## src/rtl/bcd_score_keeper_if.sv

```systemverilog
// Hit/miss strobes in, packed-BCD score/high score out, between the game
// logic and the seven-segment digit decoders.
interface bcd_score_keeper_if #(
  parameter int DIGITS = 3
);
  logic                  enable;
  logic                  clear;
  logic                  hit_pulse;
  logic                  miss_pulse;
  logic [4*DIGITS-1:0]   score;
  logic [4*DIGITS-1:0]   high_score;
  logic [3:0]            mult;
  logic                  at_max;
  logic                  new_high;

  modport master (
    output enable, clear, hit_pulse, miss_pulse,
    input  score, high_score, mult, at_max, new_high
  );

  modport slave (
    input  enable, clear, hit_pulse, miss_pulse,
    output score, high_score, mult, at_max, new_high
  );
endinterface

```

## src/rtl/bcd_score_keeper.sv

```systemverilog
// Packed-BCD score accumulator with a streak multiplier, a miss penalty,
// saturation at MAX_SCORE and a session high-score register.
module bcd_score_keeper #(
  parameter int DIGITS      = 3,
  parameter int MAX_SCORE   = 999,
  parameter int STREAK_STEP = 4,
  parameter int MULT_MAX    = 4,
  parameter int PENALTY     = 2
) (
  input  logic                     clk,
  input  logic                     rst_n,
  bcd_score_keeper_if.slave        io_bus
);

  localparam int W      = 4 * DIGITS;
  localparam int STEP_W = (STREAK_STEP > 1) ? $clog2(STREAK_STEP) : 1;

  function automatic logic [W-1:0] to_bcd(input int value);
    logic [W-1:0] bcd;
    int           v;
    bcd = '0;
    v   = value;
    for (int i = 0; i < DIGITS; i++) begin
      bcd[4*i +: 4] = 4'(v % 10);
      v             = v / 10;
    end
    return bcd;
  endfunction

  localparam logic [W-1:0]      MAX_BCD   = to_bcd(MAX_SCORE);
  localparam logic [3:0]        PEN       = 4'(PENALTY);
  localparam logic [3:0]        MULT_TOP  = 4'(MULT_MAX);
  localparam logic [STEP_W-1:0] STEP_LAST = STEP_W'(STREAK_STEP - 1);

  logic [W-1:0]      r_score;
  logic [W-1:0]      r_high;
  logic [3:0]        r_mult;
  logic [STEP_W-1:0] r_step;
  logic              r_at_max;
  logic              r_new_high;

  logic [W-1:0]      w_sum;
  logic [W-1:0]      w_diff;
  logic [DIGITS:0]   w_add_c;
  logic [DIGITS:0]   w_sub_b;

  logic [W-1:0]      w_score_next;
  logic [3:0]        w_mult_next;
  logic [STEP_W-1:0] w_step_next;
  logic              w_at_max_next;
  logic              w_hit;
  logic              w_miss;
  logic              w_sum_over;

  assign w_add_c[0] = 1'b0;
  assign w_sub_b[0] = 1'b0;

  // Per-digit decimal adder and subtractor; only digit 0 sees a non-zero operand.
  for (genvar gi = 0; gi < DIGITS; gi++) begin : g_digit
    logic [3:0] w_add_op;
    logic [3:0] w_sub_op;
    logic [4:0] w_dsum;
    logic [4:0] w_ddiff;

    assign w_add_op = (gi == 0) ? r_mult : 4'd0;
    assign w_sub_op = (gi == 0) ? PEN    : 4'd0;

    assign w_dsum         = {1'b0, r_score[4*gi +: 4]} + {1'b0, w_add_op}
                          + {4'd0, w_add_c[gi]};
    assign w_add_c[gi+1]  = (w_dsum > 5'd9);
    assign w_sum[4*gi +: 4] = w_add_c[gi+1] ? 4'(w_dsum - 5'd10) : w_dsum[3:0];

    assign w_ddiff        = {1'b0, r_score[4*gi +: 4]} - {1'b0, w_sub_op}
                          - {4'd0, w_sub_b[gi]};
    assign w_sub_b[gi+1]  = w_ddiff[4];
    assign w_diff[4*gi +: 4] = w_sub_b[gi+1] ? 4'(w_ddiff + 5'd10) : w_ddiff[3:0];
  end

  assign w_hit  = io_bus.enable & io_bus.hit_pulse;
  assign w_miss = io_bus.enable & io_bus.miss_pulse & ~io_bus.hit_pulse;

  // Valid packed BCD orders the same as its decimal value, so a plain
  // unsigned compare is a correct magnitude compare.
  assign w_sum_over = w_add_c[DIGITS] | (w_sum > MAX_BCD);

  always_comb begin
    w_score_next = r_score;
    w_mult_next  = r_mult;
    w_step_next  = r_step;
    if (io_bus.clear) begin
      w_score_next = '0;
      w_mult_next  = 4'd1;
      w_step_next  = '0;
    end else if (w_hit) begin
      w_score_next = w_sum_over ? MAX_BCD : w_sum;
      if (r_step == STEP_LAST) begin
        w_step_next = '0;
        if (r_mult < MULT_TOP) begin
          w_mult_next = r_mult + 4'd1;
        end
      end else begin
        w_step_next = r_step + STEP_W'(1);
      end
    end else if (w_miss) begin
      w_score_next = w_sub_b[DIGITS] ? '0 : w_diff;
      w_mult_next  = 4'd1;
      w_step_next  = '0;
    end
  end

  assign w_at_max_next = ~io_bus.clear & (w_score_next == MAX_BCD);

  always_ff @(posedge clk or negedge rst_n) begin
    if (!rst_n) begin
      r_score  <= '0;
      r_mult   <= 4'd1;
      r_step   <= '0;
      r_at_max <= 1'b0;
    end else begin
      r_score  <= w_score_next;
      r_mult   <= w_mult_next;
      r_step   <= w_step_next;
      r_at_max <= w_at_max_next;
    end
  end

  // High score tracks the registered score, so it trails by one cycle.
  always_ff @(posedge clk or negedge rst_n) begin
    if (!rst_n) begin
      r_high     <= '0;
      r_new_high <= 1'b0;
    end else if (r_score > r_high) begin
      r_high     <= r_score;
      r_new_high <= 1'b1;
    end else begin
      r_new_high <= 1'b0;
    end
  end

  assign io_bus.score      = r_score;
  assign io_bus.high_score = r_high;
  assign io_bus.mult       = r_mult;
  assign io_bus.at_max     = r_at_max;
  assign io_bus.new_high   = r_new_high;

endmodule
```

## src/flat_wrapper.sv

```systemverilog
// flat-port wrapper written by rule: the top's interface ports become plain ports
module bcd_score_keeper_flat 
#(
  parameter int DIGITS      = 3,
  parameter int MAX_SCORE   = 999,
  parameter int STREAK_STEP = 4,
  parameter int MULT_MAX    = 4,
  parameter int PENALTY     = 2
)
  (clk, rst_n, io_bus_enable, io_bus_clear, io_bus_hit_pulse, io_bus_miss_pulse, io_bus_score, io_bus_high_score, io_bus_mult, io_bus_at_max, io_bus_new_high);
  bcd_score_keeper_if #(.DIGITS(DIGITS)) io_bus_i ();
  input  logic clk;
  input  logic rst_n;
  input wire logic [$bits(io_bus_i.enable)-1:0] io_bus_enable;
  input wire logic [$bits(io_bus_i.clear)-1:0] io_bus_clear;
  input wire logic [$bits(io_bus_i.hit_pulse)-1:0] io_bus_hit_pulse;
  input wire logic [$bits(io_bus_i.miss_pulse)-1:0] io_bus_miss_pulse;
  output wire logic [$bits(io_bus_i.score)-1:0] io_bus_score;
  output wire logic [$bits(io_bus_i.high_score)-1:0] io_bus_high_score;
  output wire logic [$bits(io_bus_i.mult)-1:0] io_bus_mult;
  output wire logic [$bits(io_bus_i.at_max)-1:0] io_bus_at_max;
  output wire logic [$bits(io_bus_i.new_high)-1:0] io_bus_new_high;
  assign io_bus_i.enable = io_bus_enable;
  assign io_bus_i.clear = io_bus_clear;
  assign io_bus_i.hit_pulse = io_bus_hit_pulse;
  assign io_bus_i.miss_pulse = io_bus_miss_pulse;
  assign io_bus_score = io_bus_i.score;
  assign io_bus_high_score = io_bus_i.high_score;
  assign io_bus_mult = io_bus_i.mult;
  assign io_bus_at_max = io_bus_i.at_max;
  assign io_bus_new_high = io_bus_i.new_high;
  bcd_score_keeper #(.DIGITS(DIGITS), .MAX_SCORE(MAX_SCORE), .STREAK_STEP(STREAK_STEP), .MULT_MAX(MULT_MAX), .PENALTY(PENALTY)) u_core (.clk(clk), .rst_n(rst_n), .io_bus(io_bus_i));
endmodule
```

## config.mk

```make
export PLATFORM = sky130hd
export DESIGN_NAME = bcd_score_keeper_flat
export DESIGN_NICKNAME = d
export VERILOG_FILES = /design/src/rtl/bcd_score_keeper_if.sv /design/src/rtl/bcd_score_keeper.sv /design/src/flat_wrapper.sv
export SDC_FILE = /design/constraint.sdc
export NUM_CORES = 1
export LEC_CHECK = 0
export CORE_MARGIN = 4
export CORE_UTILIZATION = 56
export CTS_CLUSTER_DIAMETER = 120
export DETAILED_ROUTE_END_ITERATION = 7
export PLACE_DENSITY = 0.92
export SYNTH_ARGS = -nofsm -noshare
export SYNTH_HDL_FRONTEND = slang
export SYNTH_SLANG_ARGS = --single-unit
```

## constraint.sdc

```tcl
create_clock -name clk -period 9.93 [get_ports clk]
set_input_delay 0.993 -clock clk [delete_from_list [all_inputs] [get_ports clk]]
set_output_delay 0.993 -clock clk [all_outputs]
set_load 0.03 [all_outputs]
```

# Yosys cells after proc, flatten, opt, wreduce, memory -nomap -nowiden
# Index checks and enable logic that the tools add are counted.
# op_classes
n_addsub	13
multipliers	0
div_mod_pow	0
n_lt_le_gt_ge	6
eq_ne	4
n_shift	0
mux	20
n_bitwise	7
n_reduce_logical	2
# op_table
operator	n
12-bit 2-to-1 mux	5
4-bit 2-to-1 mux	10
5-bit by 4-bit > comparator with 1-bit output, second input constant	3
12-bit equality test, second input constant	1
12-bit > comparator	1
12-bit > comparator, second input constant	1
4-bit subtractor, second input constant	3
4-bit by 1-bit adder with 5-bit output	2
4-bit by 1-bit subtractor with 5-bit output	2
4-bit adder, second input constant	2
2-bit 2-to-1 mux	4
3-bit inequality test, second input constant	2
4-bit by 4-bit adder with 5-bit output	1
4-bit by 2-bit subtractor with 5-bit output, second input constant	1
4-bit by 1-bit adder with 4-bit output, second input constant	1
1-bit AND	4
4-bit by 3-bit less-than comparator with 1-bit output, second input constant	1
3-bit AND reduction	1
3-bit nonzero test	1
2-bit by 1-bit adder with 2-bit output, second input constant	1
2-bit equality test, second input constant	1
1-bit inverter	2
1-bit 2-to-1 mux	1
1-bit OR	1
# totals
register_bits	32
latch_bits	0
ramBits	0
mem_bits_ro	0
output_inout_bits	30
elab_cells	58
n_memories	0

# Longest topological paths before layout
# depth
word_depth	14
mapped_depth	23
depth_no_buf	22

# Worst setup path after synthesis
# OpenSTA, ideal clock, no wires.
# synth_timing
path_kind	register to register
startpoint	reg u_core.r_mult[0] (netlist: u_core.io_bus.mult[0])
endpoint	reg u_core.r_at_max (netlist: u_core.io_bus.at_max)
setup_ps	124
arrival_ps	4933
path_slack_ps	4873
stages_incl_launch_ff	23
n_path_buf	2
cell_sequence	dfstp_2 -> ha_1 -> inv_1 -> fa_1 -> xor2_1 -> and2_1 -> o21ai_0 -> ha_1 -> ha_1 -> buf_6 -> and3b_1 -> and3_1 -> nor3_4 -> ha_1 -> ha_1 -> clkbuf_2 -> xor2_1 -> mux2_2 -> a31oi_2 -> a2111oi_4 -> a21bo_4 -> o31ai_4 -> nor3_2
# synth_via
elab_chain_cells	14
elab_cells_between_ends	19
classes_between	add/sub (6); order compare (4); eq/ne (1); mux (6); bitwise (2)
# synth_rtl
element	line_no	source
start: declaration	bcd_score_keeper.sv:37	logic [3:0] r_mult;
start signal: assignment	bcd_score_keeper.sv:121	r_mult <= w_mult_next;
4-bit by 4-bit adder with 5-bit output *	bcd_score_keeper.sv:68	assign w_dsum = {1'b0, r_score[4*gi +: 4]} + {1'b0, w_add_op}
5-bit by 4-bit > comparator with 1-bit output	bcd_score_keeper.sv:70	assign w_add_c[gi+1] = (w_dsum > 5'd9);
4-bit by 1-bit adder with 5-bit output	bcd_score_keeper.sv:69	+ {4'd0, w_add_c[gi]};
5-bit by 4-bit > comparator with 1-bit output	bcd_score_keeper.sv:70	
4-bit by 1-bit adder with 5-bit output	bcd_score_keeper.sv:69	
4-bit subtractor or 5-bit by 4-bit > comparator with 1-bit output (tied branches)	bcd_score_keeper.sv:71, bcd_score_keeper.sv:70	
4-bit 2-to-1 mux	bcd_score_keeper.sv:71	assign w_sum[4*gi +: 4] = w_add_c[gi+1] ? 4'(w_dsum - 5'd10) : w_dsum[3:0];
12-bit > comparator	bcd_score_keeper.sv:84	assign w_sum_over = w_add_c[DIGITS] | (w_sum > MAX_BCD);
1-bit OR	bcd_score_keeper.sv:84	
12-bit 2-to-1 mux *	bcd_score_keeper.sv:95	w_score_next = w_sum_over ? MAX_BCD : w_sum;
12-bit 2-to-1 mux *	bcd_score_keeper.sv:94	end else if (w_hit) begin
12-bit 2-to-1 mux *	bcd_score_keeper.sv:90	if (io_bus.clear) begin
named net u_core.w_score_next[2]	bcd_score_keeper.sv:47	logic [W-1:0] w_score_next;
12-bit equality test *	bcd_score_keeper.sv:111	assign w_at_max_next = ~io_bus.clear & (w_score_next == MAX_BCD);
1-bit AND *	bcd_score_keeper.sv:111	
named net u_core.w_at_max_next	bcd_score_keeper.sv:50	logic w_at_max_next;
end signal: assignment	bcd_score_keeper.sv:123	r_at_max <= w_at_max_next;
end: declaration	bcd_score_keeper.sv:39	logic r_at_max;
# The timed path passes the listed nets; every way through them passes the cells marked *.
# A chain may end at the register's enable or synchronous reset.

# Worst setup path after layout
# layout_timing
startpoint	reg u_core.r_mult[0] (netlist: u_core.io_bus.mult[0])
endpoint	reg u_core.r_at_max (netlist: u_core.io_bus.at_max)
# layout_via
elab_chain_cells	14
elab_cells_between_ends	19
classes_between	add/sub (6); order compare (4); eq/ne (1); mux (6); bitwise (2)
# layout_rtl
element	line_no
4-bit by 4-bit adder with 5-bit output *	bcd_score_keeper.sv:68
5-bit by 4-bit > comparator with 1-bit output	bcd_score_keeper.sv:70
4-bit by 1-bit adder with 5-bit output	bcd_score_keeper.sv:69
5-bit by 4-bit > comparator with 1-bit output	bcd_score_keeper.sv:70
4-bit by 1-bit adder with 5-bit output	bcd_score_keeper.sv:69
4-bit subtractor or 5-bit by 4-bit > comparator with 1-bit output (tied branches)	bcd_score_keeper.sv:71, bcd_score_keeper.sv:70
4-bit 2-to-1 mux	bcd_score_keeper.sv:71
12-bit > comparator	bcd_score_keeper.sv:84
1-bit OR	bcd_score_keeper.sv:84
12-bit 2-to-1 mux *	bcd_score_keeper.sv:95
12-bit 2-to-1 mux *	bcd_score_keeper.sv:94
12-bit 2-to-1 mux *	bcd_score_keeper.sv:90
12-bit equality test *	bcd_score_keeper.sv:111
1-bit AND *	bcd_score_keeper.sv:111
named net u_core.w_at_max_next	bcd_score_keeper.sv:50
# Marks and branches as above.

==> results by group <==
Run status
  • Outcome: finished, final reports clean

Detailed routing
  • Met3 WL post-DR: 507 µm
  • Starting DRT DRC Count: 198
  • M1 WL: 2740 µm
  • Number of routed nets with antenna violations: 0
  • DR vias/cell: 6.07
  • Residual DRC: 0
  • Met2 Wirelength: 3330 µm
  • DRT Pass-1 Iters: 6
  • Max Used Layer: met4
  • DR WL/cell: 16.7 µm
  • Total wire length: 6780 µm
  • Vias: 2472

Synthesis
  • Post-synth cell types: 64
  • Top-area cell type share of the netlist area: 0.279
  • Syn avg cell area: 9.04 µm²
  • Net Count, Synth: 346
  • #FFs+latches synth: 32
  • Synth Warn #: 0
  • Ranking of synthesized cells by area: dfrtp_1 (28%), ha_1 (14%), mux2i_1 (4.3%)
  • Mapped Cells: 308
  • Mapped cell area: 2780 µm²
  • Commonest cells post-synth: dfrtp_1 (31), ha_1 (31), inv_1 (28)
  • Area leader, netlist: dfrtp_1
  • Asr flop ratio synth: 1.00
  • Post-synth EDFFs: 0
  • Register area share after synthesis: 0.288
  • Most used DFF post-synth: dfrtp_1

CTS
  • Post-CTS resize count: 0
  • Post-CTS setup buffers: 0
  • TritonCTS clock tree: done
  • Clock latency on the worst-skew pair: 0.28 ns
  • Clock Sinks: 32
  • Clk pin slew, worst setup/hold paths: 0.07 ns
  • Htree depth: 2
  • Post-CTS Hold Buffers: 0
  • CTS Buf Count: 5
  • CTS root buf: clkbuf_8
  • CTS max path bufs: 2

Finish
  • Register area: 802 µm²
  • Net count, final: 377
  • Fill count: 404
  • Diode count: 0
  • Layout area overhead: 16.6%
  • Share of cells above drive strength 1: 0.0824
  • Post-route cell area: 3250 µm²
  • Multi-input logic area: 1790 µm²

Global routing
  • Global-route usage over all layers: 0.229
  • First-pass GRT wire length: 11200 µm
  • Number of global-route vias before repair: 2451
  • Largest net degree at the start of global routing: 33
  • Grt total ovfl: 0
  • Initial antenna violation count: 0

Floorplan
  • Core area: 4750 µm²
  • Die width: 78.5 µm
  • Die ar.: 6160 µm²
  • FP Rows: 25
  • Boundary Pins: 36
  • Initial Util: 0.586
  • Die Ht: 78.5 µm

Pwr
  • Switching power total: 257 µW
  • Clock share of power: 0.172
  • Seq pwr share: 0.293
  • Leakage: 1.39 nW
  • Sw Ratio: 0.420
  • Int Power: 355 µW
  • Combinational share of power: 0.535
  • Peak VDD IR: 0.000115 V
  • Tot Pwr: 611 µW
  • Power Density: 188 nW/µm²

Placement
  • Buffers added on ports: 35
  • Placer Congestion: 0.931
  • DP HPWL: 5200 µm
  • Post-placement cell area: 3160 µm²

STA
  • RSZ-0062 raised after global routing: no
  • Setup tns final: 0 ns
  • Slew at the pin with the worst max-slew slack: 0.749 ns
  • Final setup viols: 0
  • Fin. Hold Viols: 0
  • Fmax: 0.175 GHz
  • Slew HR: 0.499
  • Final Skew: 0.00851 ns
  • Pins over their slew limit: 0
  • Min Tclk post-route: 5.72 ns
  • Final worst-path cycle share: 0.576

Setup path
  • Worst path arrival time: 5.93 ns
  • Startpoint types: register
  • CP required: 10.13 ns
  • Setup crit end kind: register
  • CP Class: reg -> reg
  • Crit path max fanout: 8

Hold path
  • Hold Crit Class: reg -> reg

Job
  • Max Cap Viol: 0
[cells by family after synthesis]
logic type | count (synthesis) | share of synthesized area
AO/OA/AOI/OAI | 77 | 0.200
flip-flops | 32 | 0.288
adder cells (fa/ha/maj) | 32 | 0.147
multiplexers | 19 | 0.0715
buffers and inverters | 43 | 0.0688
XOR/XNOR | 12 | 0.0378
AND/OR/NAND/NOR | 93 | 0.187
[state kept, by name, summed over array words and instances, names as in the netlist]
name	cells
u_core.io_bus.score	12
u_core.r_step	2
u_core.io_bus.new_high	1
u_core.io_bus.mult	4
u_core.io_bus.high_score	12
u_core.io_bus.at_max	1
[power groups by stage]
stage	combinational (mW)	clock (mW)	sequential (mW)
2_1_floorplan	0.187	0	0.222
3_3_place_gp	0.315	0	0.179
3_5_place_dp	0.327	0	0.181
4_1_cts	0.328	0.106	0.179
5_1_grt	0.356	0.112	0.184
6_report	0.327	0.105	0.179
[placed cells by master, fill, tap and decap left out, types with 5 or more instances in the layout]
cell / synthesis / layout
clkdlybuf4s50_1: 0 / 35
ha_1: 31 / 31
dfrtp_1: 31 / 31
inv_1: 28 / 28
a21oi_1: 23 / 23
nand2_1: 17 / 17
nor2_1: 17 / 17
mux2i_1: 12 / 12
nor3_1: 10 / 10
o21ai_0: 10 / 10
xnor2_1: 8 / 8
nand2b_1: 6 / 6
clkbuf_8: 0 / 6
nor2b_1: 5 / 5
nand3_1: 5 / 5
o21a_1: 5 / 5
a211oi_1: 5 / 5
a21o_1: 5 / 5
mux2_1: 5 / 5
[through the flow]
step	utilization	cells	hold WS (ns)	setup slack (ns)
5_1_grt	0.683	407	0.556	3.98
3_3_place_gp	0.664	399	0.498	4.84
4_1_cts	0.683	407	0.518	4.35
6_report	0.683	407	0.516	4.21
3_5_place_dp	0.664	399	0.502	4.36
2_1_floorplan	-	308	0.518	4.87
[critical path: stages (launching register included)]
cell and delay, ns:
dfstp_2 0.58, ha_1 0.19, inv_1 0.06, fa_1 0.43, xor2_1 0.20, and2_1 0.20
o21ai_0 0.33, ha_1 0.33, ha_1 0.35, and3b_1 0.24, and3_1 0.22, nor3_4 0.25
ha_1 0.29, ha_1 0.31, inv_1 0.11, nand3_1 0.11, o21a_1 0.23, a2bb2oi_1 0.24
nand2_1 0.10, nor4_1 0.47, o2111ai_1 0.23, nor3_2 0.16
[area by class of cell]
class | count | area share
multi-input cells | 233 | 0.552
flip-flops and latches | 32 | 0.247
repair buffers | 37 | 0.113
inverters | 30 | 0.0351
clock buffers | 8 | 0.0278
well taps | 67 | 0.0258
[path summary, 6_finish.rpt]
path                                             startpoint  slack (ns)  cells past startpoint                          end
worst max-delay path                  u_core.io_bus.mult[0]        4.21                     21         u_core.io_bus.at_max
worst min-delay path            u_core.io_bus.high_score[3]        0.52                      1  u_core.io_bus.high_score[3]
max in group asynchronous                             rst_n        8.47                      2        u_core.io_bus.mult[0]
worst min register to register  u_core.io_bus.high_score[3]        0.52                      1  u_core.io_bus.high_score[3]
worst max register to register        u_core.io_bus.mult[0]        4.21                     21         u_core.io_bus.at_max
min in group asynchronous                             rst_n        1.12                      2       u_core.io_bus.new_high
[metal layers]
metal,up-vias,GRT usage
met4,0,0.103
met1,1164,0.273
met2,113,0.394
met5,-,0
met3,26,0.0459
li1,1169,-
Note: power is estimated with default switching activity, not from simulation.
